[src/rtl/sram_arb_pkg.sv]
// Shared encodings for the SRAM access arbiter.
package sram_arb_pkg;

  typedef enum logic [1:0] {
    ST_IDLE = 2'd0,
    ST_BUSY = 2'd1,
    ST_RESP = 2'd2
  } state_e;

  localparam logic PORT_DATA = 1'b0;
  localparam logic PORT_AUX  = 1'b1;

  localparam logic OP_RD = 1'b0;
  localparam logic OP_WR = 1'b1;

endpackage

[src/rtl/sram_access_arbiter_pick.sv]
// Two-way winner select: fixed priority to port 0, or round-robin against last grant.
module arb_pick2
  import sram_arb_pkg::*;
#(
  parameter int unsigned FIXED_PRIO = 0
) (
  input  logic req0_i,
  input  logic req1_i,
  input  logic last_grant_i,
  output logic grant_o
);

  // Tie goes to port 0 (fixed) or to the port that did not win last time.
  always_comb begin
    grant_o = PORT_DATA;
    if (req0_i && req1_i) begin
      if (FIXED_PRIO != 0) begin
        grant_o = PORT_DATA;
      end else begin
        grant_o = ~last_grant_i;
      end
    end else if (req1_i) begin
      grant_o = PORT_AUX;
    end
  end

endmodule

[src/rtl/sram_access_arbiter.sv]
// Shares one SRAM controller word interface between the MEM-stage port and an aux master.
module sram_access_arbiter
  import sram_arb_pkg::*;
#(
  parameter int unsigned ADDR_W     = 32,
  parameter int unsigned DATA_W     = 32,
  parameter int unsigned FIXED_PRIO = 0
) (
  input  logic              clk,
  input  logic              rst,
  input  logic              p0_rd_en,
  input  logic              p0_wr_en,
  input  logic [ADDR_W-1:0] p0_addr,
  input  logic [DATA_W-1:0] p0_wdata,
  output logic [DATA_W-1:0] p0_rdata,
  output logic              p0_ready,
  input  logic              p1_rd_en,
  input  logic              p1_wr_en,
  input  logic [ADDR_W-1:0] p1_addr,
  input  logic [DATA_W-1:0] p1_wdata,
  output logic [DATA_W-1:0] p1_rdata,
  output logic              p1_ready,
  output logic              mem_rd_en,
  output logic              mem_wr_en,
  output logic [ADDR_W-1:0] mem_addr,
  output logic [DATA_W-1:0] mem_wdata,
  input  logic [DATA_W-1:0] mem_rdata,
  input  logic              mem_ready,
  output logic              busy,
  output logic              grant_id
);

  state_e              state_q;
  logic                last_grant_q;
  logic                grant_id_q;
  logic                op_q;
  logic                mem_rd_en_q;
  logic                mem_wr_en_q;
  logic [ADDR_W-1:0]   addr_q;
  logic [DATA_W-1:0]   wdata_q;
  logic [DATA_W-1:0]   rdata_q;

  logic                req0_c;
  logic                req1_c;
  logic                win_c;
  logic                win_op_c;
  logic [ADDR_W-1:0]   win_addr_c;
  logic [DATA_W-1:0]   win_wdata_c;

  assign req0_c = p0_rd_en | p0_wr_en;
  assign req1_c = p1_rd_en | p1_wr_en;

  arb_pick2 #(
    .FIXED_PRIO (FIXED_PRIO)
  ) u_pick (
    .req0_i       (req0_c),
    .req1_i       (req1_c),
    .last_grant_i (last_grant_q),
    .grant_o      (win_c)
  );

  // Mux the winning port's command; a simultaneous rd+wr is treated as a write.
  always_comb begin
    win_op_c    = p0_wr_en ? OP_WR : OP_RD;
    win_addr_c  = p0_addr;
    win_wdata_c = p0_wdata;
    if (win_c == PORT_AUX) begin
      win_op_c    = p1_wr_en ? OP_WR : OP_RD;
      win_addr_c  = p1_addr;
      win_wdata_c = p1_wdata;
    end
  end

  // Arbitration FSM with latched command and read-data registers.
  always_ff @(posedge clk or posedge rst) begin
    if (rst) begin
      state_q      <= ST_IDLE;
      last_grant_q <= PORT_AUX;
      grant_id_q   <= PORT_DATA;
      op_q         <= OP_RD;
      mem_rd_en_q  <= 1'b0;
      mem_wr_en_q  <= 1'b0;
      addr_q       <= '0;
      wdata_q      <= '0;
      rdata_q      <= '0;
    end else begin
      case (state_q)
        ST_IDLE: begin
          mem_rd_en_q <= 1'b0;
          mem_wr_en_q <= 1'b0;
          if (req0_c || req1_c) begin
            grant_id_q   <= win_c;
            last_grant_q <= win_c;
            op_q         <= win_op_c;
            addr_q       <= win_addr_c;
            wdata_q      <= win_wdata_c;
            mem_rd_en_q  <= (win_op_c == OP_RD);
            mem_wr_en_q  <= (win_op_c == OP_WR);
            state_q      <= ST_BUSY;
          end
        end
        ST_BUSY: begin
          if (mem_ready) begin
            if (op_q == OP_RD) begin
              rdata_q <= mem_rdata;
            end
            mem_rd_en_q <= 1'b0;
            mem_wr_en_q <= 1'b0;
            state_q     <= ST_RESP;
          end
        end
        ST_RESP: begin
          state_q <= ST_IDLE;
        end
        default: begin
          mem_rd_en_q <= 1'b0;
          mem_wr_en_q <= 1'b0;
          state_q     <= ST_IDLE;
        end
      endcase
    end
  end

  assign mem_rd_en = mem_rd_en_q;
  assign mem_wr_en = mem_wr_en_q;
  assign mem_addr  = addr_q;
  assign mem_wdata = wdata_q;
  assign busy      = (state_q != ST_IDLE);
  assign grant_id  = grant_id_q;
  assign p0_rdata  = rdata_q;
  assign p1_rdata  = rdata_q;

  // Idle ports never stall; a requester gets one ready cycle in RESP.
  assign p0_ready = ~req0_c | ((state_q == ST_RESP) && (grant_id_q == PORT_DATA));
  assign p1_ready = ~req1_c | ((state_q == ST_RESP) && (grant_id_q == PORT_AUX));

endmodule
[config.mk]
export PLATFORM = sky130hd
export DESIGN_NAME = sram_access_arbiter
export DESIGN_NICKNAME = d
export VERILOG_FILES = /design/src/rtl/sram_arb_pkg.sv /design/src/rtl/sram_access_arbiter_pick.sv /design/src/rtl/sram_access_arbiter.sv
export SDC_FILE = /design/constraint.sdc
export NUM_CORES = 1
export LEC_CHECK = 0
export BUFFER_PORTS_ARGS = -buffer_cell sky130_fd_sc_hd__buf_2
export CELL_PAD_IN_SITES_DETAIL_PLACEMENT = 2
export CELL_PAD_IN_SITES_GLOBAL_PLACEMENT = 2
export CORE_MARGIN = 5
export CORE_UTILIZATION = 26
export CTS_BUF_LIST = sky130_fd_sc_hd__clkbuf_2 sky130_fd_sc_hd__clkbuf_4 sky130_fd_sc_hd__clkbuf_8
export DETAILED_ROUTE_END_ITERATION = 6
export GPL_TIMING_DRIVEN = 0
export PLACE_DENSITY_LB_ADDON = 0.12
export SLEW_MARGIN = 20
export SYNTH_ARGS = -nofsm -noshare
export SYNTH_HDL_FRONTEND = slang
export SYNTH_SLANG_ARGS = --single-unit
[constraint.sdc]
create_clock -name clk -period 3.8 [get_ports clk]
set_clock_uncertainty 0.1 [all_clocks]
set_input_delay 0.38 -clock clk [delete_from_list [all_inputs] [get_ports clk]]
set_output_delay 0.38 -clock clk [all_outputs]
set_load 0.005 [all_outputs]
# Word-level counts from Yosys, hierarchy flattened
# Index checks and enable logic that the tools add are counted.
# word_totals
ff_bits	103
in_bits	167
out_inout_bits	134
elab_cells	49
# classes
n_eq_ne	4
muxes	15
bitwise	11
n_reduce_logical	10
# ops
cell	count
$mux 32	2
$mux 1	8
$not 1->1	7
$pmux 1 s3	2
$reduce_and 2->1	3
$mux 2	2
$ne 2x2->1 const B	2
$or 1x1->1	4
$pmux 2 s2	1
$logic_and 1x1->1	3
$reduce_and 3->1	1
$eq 2x1->1 const B	1
$eq 2x2->1 const B	1
$logic_not 2->1	1
$reduce_bool 2->1	1
$logic_or 1x1->1	1

# Logic depth before layout (Yosys ltp)
# logic_depth
ltp_word	7
ltp_mapped	6
depth_no_buf	3

# Modules after synthesis
# A second synthesis with hierarchy kept.
# unflattened
hier_cells	417
hier_area_um2	4904.7
# by_module_without_submodules
module	instances	cells_each	area_per_inst_um2	seq_area_each_um2
sram_access_arbiter	1	416	4893.4	2578.7
arb_pick2	1	1	11.3	0.0

# Least setup slack after synthesis
# OpenSTA, ideal clock, no wires.
# synth_timing
path_kind	flip-flop to flip-flop
start	reg state_q[1]
end	reg rdata_q[0] (netlist: p0_rdata[0])
setup_time_ns	0.125
arrival_ns	1.363
required_ns	3.575
slack_ns	2.212
stages_incl_launch_ff	6
path_buffers	2
synth_period_minus_slack_ns	1.588
cell_sequence	dfrtp_1 -> and3b_1 -> nor2b_1 -> buf_2 -> buf_2 -> mux2_2
# synth_via
elab_chain_len	2
# synth_lines
item	line	source
start: declaration	sram_access_arbiter.sv:33	state_e state_q;
start signal: assignment	sram_access_arbiter.sv:77	state_q <= ST_IDLE;
start signal: assignment	sram_access_arbiter.sv:99	state_q <= ST_BUSY;
start signal: assignment	sram_access_arbiter.sv:109	state_q <= ST_RESP;
$eq 2x1->1	sram_access_arbiter.sv:87	case (state_q)
$reduce_and 3->1 (no source line)	n/a	
end signal: assignment	sram_access_arbiter.sv:105	rdata_q <= mem_rdata;
end: declaration	sram_access_arbiter.sv:41	logic [DATA_W-1:0] rdata_q;
# No other way between the ends.
# A chain may end at the register's enable or synchronous reset.

# Final worst setup path
# layout_timing
start	reg state_q[1]
end	out busy
# layout_via
elab_chain_len	1
# layout_lines
item	line	source
$reduce_bool 2->1	sram_access_arbiter.sv:128	assign busy = (state_q != ST_IDLE);
end: declaration	sram_access_arbiter.sv:29	output logic busy,
# No other way between the ends.

==> summary.md <==
| Metric | Value |
|---|---|
| Worst setup EP type | `output pin` |
| DP Worst Slack | `1.45 ns` |
| RSZ-0062 raised after global routing | `no` |
| Routed Antenna Nets | `0` |
| Initial Util | `26.2%` |
| Post-layout util | `37.0%` |
| Post-Synth Adder-Cell Area | `0%` |
| CP Launch Type | `register` |
| Worst hold-check path type | `input port to register` |
| Final nets | `921` |
| Worst vdd ir | `0.208 mV` |
| Port Buffers | `300` |
| Placed cells | `1007` |
| Status | `finished clean` |
| Total negative slack | `0 ns` |
| Vias post-DR | `5132` |
| Min Hold Slack | `0.125 ns` |
| MaxCap Viol Count | `0` |
| CTS sink cnt | `103` |
| Highest Clock Rate | `455 MHz` |
| Largest net degree at the start of global routing | `67` |
| Crit path DAT | `1.72 ns` |
| Post-synthesis cell count | `441` |
| Cell Area, Synth | `5050 um2` |
| DRC | `0` |
| Via-to-Cell Ratio | `between 5 and 6` |
| XOR/XNOR Fraction of Synth Area | `0%` |
| Kind of critical path | `register to output pin` |
| Net Count, Synth | `608` |
| Max_slew headroom | `31.3%` |
| CTS Hold Bufs | `1` |
| Crit share post-route | `57.8%` |
| Critical path peak fanout | `10` |
| Num CTS Buffers | `9` |
| Clock root cell | `clkbuf_8` |
| Vias in the first global route | `5781` |
| Initial antenna violation count | `4` |
| Total GRT Usage | `19.5%` |
| Area of the core | `19300 um2` |
| CTS tree | `done` |
| PostCTS Resize Cnt | `0` |
| Ys Warns | `0` |
| Row count | `51` |
| CP max stage delay | `0.44 ns` |
| Global-route wire length before repair | `roughly 34000 um` |
| Worst skew pair latency | `0.37 ns` |
| Setup slack after layout | `1.60 ns` |
| Simple-Gate Fraction of Synth Area | `~1.8%` |
| Commonest non-fill, non-tap cell in the layout | `buf_2` |
| Pwr Density | `815 nW/um2` |
| Die W | `149 um` |
| H-tree depth | `3` |
| Share of layout cells above drive strength 1 | `a little over half` |
| Pins Over Slew Limit | `0` |
| Power, Total | `around 5.8 mW` |
| Final non-filler cell total | `1025` |
| Critical Path RT | `around 3.3 ns` |
| Detail Placement HPWL | `roughly 18000 um` |
| Post-synthesis sequential area ratio | `about half` |
| Number of fill cells | `2199` |
| Cell Chain, Critical Path | `or2_0 -> buf_2 -> clkbuf_1 -> buf_2` |
| Minimum clock period after layout | `2.20 ns` |
| Final instance area | `7120 um2` |
| Compound-Gate Fraction of Synth Area | `between 30% and 40%` |
| Cell repeated most along the worst path | `buf_2` |
| Reg clk slew, reported paths | `0.09 ns` |
| Number of synthesized register bits | `103` |
| Most frequent cells in the layout | `buf_2 (320), dfrtp_1 (102), o21ai_0 (71), a311oi_1 (64), a2bb2oi_1 (64)` |
| Synth Area per Inst | `11.5 um2` |
| Area delta synth->final | `40.9%` |
| Postcts setup bufs | `0` |
| Clock Path Buffers | `2` |
| Die height | `149 um` |
| Largest family of logic cells by synthesized area | `compound AO/OA/AOI/OAI gates` |
| Post-DP Area | `6920 um2` |
| Leakage | `3.28 nW` |
| Post-synthesis mux area share | `7.13%` |
| Die ar. | `22300 um2` |
| Routed WL per cell | `approximately 22 um` |
| Grt total ovfl | `0` |
| Slowest library cell on the worst path | `clkbuf_1` |
| I/O pin count | `301` |
| GPL Wtd Cong | `0.779` |
| DRT Wirelength | `between 20000 and 25000 um` |
| Final Hold Viols | `0` |
| Detailed router's first-iteration violation count | `about 130` |
| Setup Viol. Count Final | `0` |
| Netlist cell types | `26` |
| DR pass1 iterations | `4` |
| Worst-Margin Slew | `1.03 ns` |
==> logic make-up (layout without fill, tap and decap cells) <==
kind of cell           Yosys count  in the layout
AO/OA/AOI/OAI                  206            206
flip-flops                     103            103
buffers and inverters           86            403
multiplexers                    32             32
AND/OR/NAND/NOR                 14             14
other                            0              2
==> Yosys cell counts (all sizes together) <==
| cell type | instances | area [um2] |
|---|---|---|
| a21boi | 1 | 7.51 |
| a22o | 1 | 8.76 |
| a2bb2oi | 64 | 561 |
| a311oi | 64 | 561 |
| and3b | 1 | 8.76 |
| buf | 59 | 393 |
| clkbuf | 25 | 93.8 |
| dfrtp | 102 | 2550 |
| dfstp | 1 | 26.3 |
| inv | 2 | 7.51 |
| mux2 | 32 | 360 |
| nand2 | 3 | 11.3 |
| nand2b | 1 | 6.26 |
| nor2 | 3 | 11.3 |
| nor2b | 1 | 6.26 |
| nor4 | 1 | 21.3 |
| o21a | 1 | 7.51 |
| o21ai | 72 | 360 |
| o22ai | 1 | 6.26 |
| o2bb2ai | 2 | 17.5 |
| or2 | 3 | 18.8 |
| or3b | 1 | 8.76 |
==> path summary, 6_finish.rpt <==
kind / endpoint / depth (start not counted) / start / slack, ns
worst max-delay path: busy / 4 / state_q[1] / 1.60
worst min-delay path: p0_rdata[3] / 2 / mem_rdata[3] / 0.12
worst max register to register: mem_wdata[28] / 4 / last_grant_q / 1.76
worst min register to register: mem_wr_en / 1 / mem_wr_en / 0.41
max in group asynchronous: last_grant_q / 4 / rst / 2.43
min in group asynchronous: p0_rdata[20] / 3 / rst / 0.45
==> worst max-delay path: cells and delay by family (launching register included) <==
kind	cells	cell delay [ns]
buffers and inverters	3	0.84
and+or+nand+nor	1	0.11
DFF	1	0.39
==> flip-flops by register name, summed over array words and instances, names as in the netlist <==
name	count
grant_id	1
last_grant_q	1
mem_addr	32
mem_rd_en	1
mem_wdata	32
mem_wr_en	1
op_q	1
p0_rdata	32
state_q	2
==> where the power goes <==
group          switching, mW  leakage [nW]  internal, mW
Sequential             0.378          1.18          1.67
Combinational           1.43          2.00          1.62
Clock                  0.392        0.0960         0.315
==> metal layers <==
| layer | part of all wire [%] | global-route usage (%) |
|---|---|---|
| met2 | 50 | 34.2 |
| met5 | 0.17 | 0 |
| met1 | 40 | 23.8 |
| met4 | 1.7 | 4.58 |
| met3 | 7.9 | 5.69 |
==> area by class of cell <==
class	count	area, um2	share of cell area (%)
Buffer	84	487	6.83
Sequential cell	103	2580	36.2
Timing Repair Buffer	302	1540	21.6
Tap cell	265	332	4.66
Clock buffer	11	139	1.95
Multi-Input combinational cell	252	1980	27.8
Antenna cell	2	5.00	0.0703
Clock inverter	4	47.5	0.668
Inverter	2	12.5	0.176
Power figures use the tool's default switching activity.
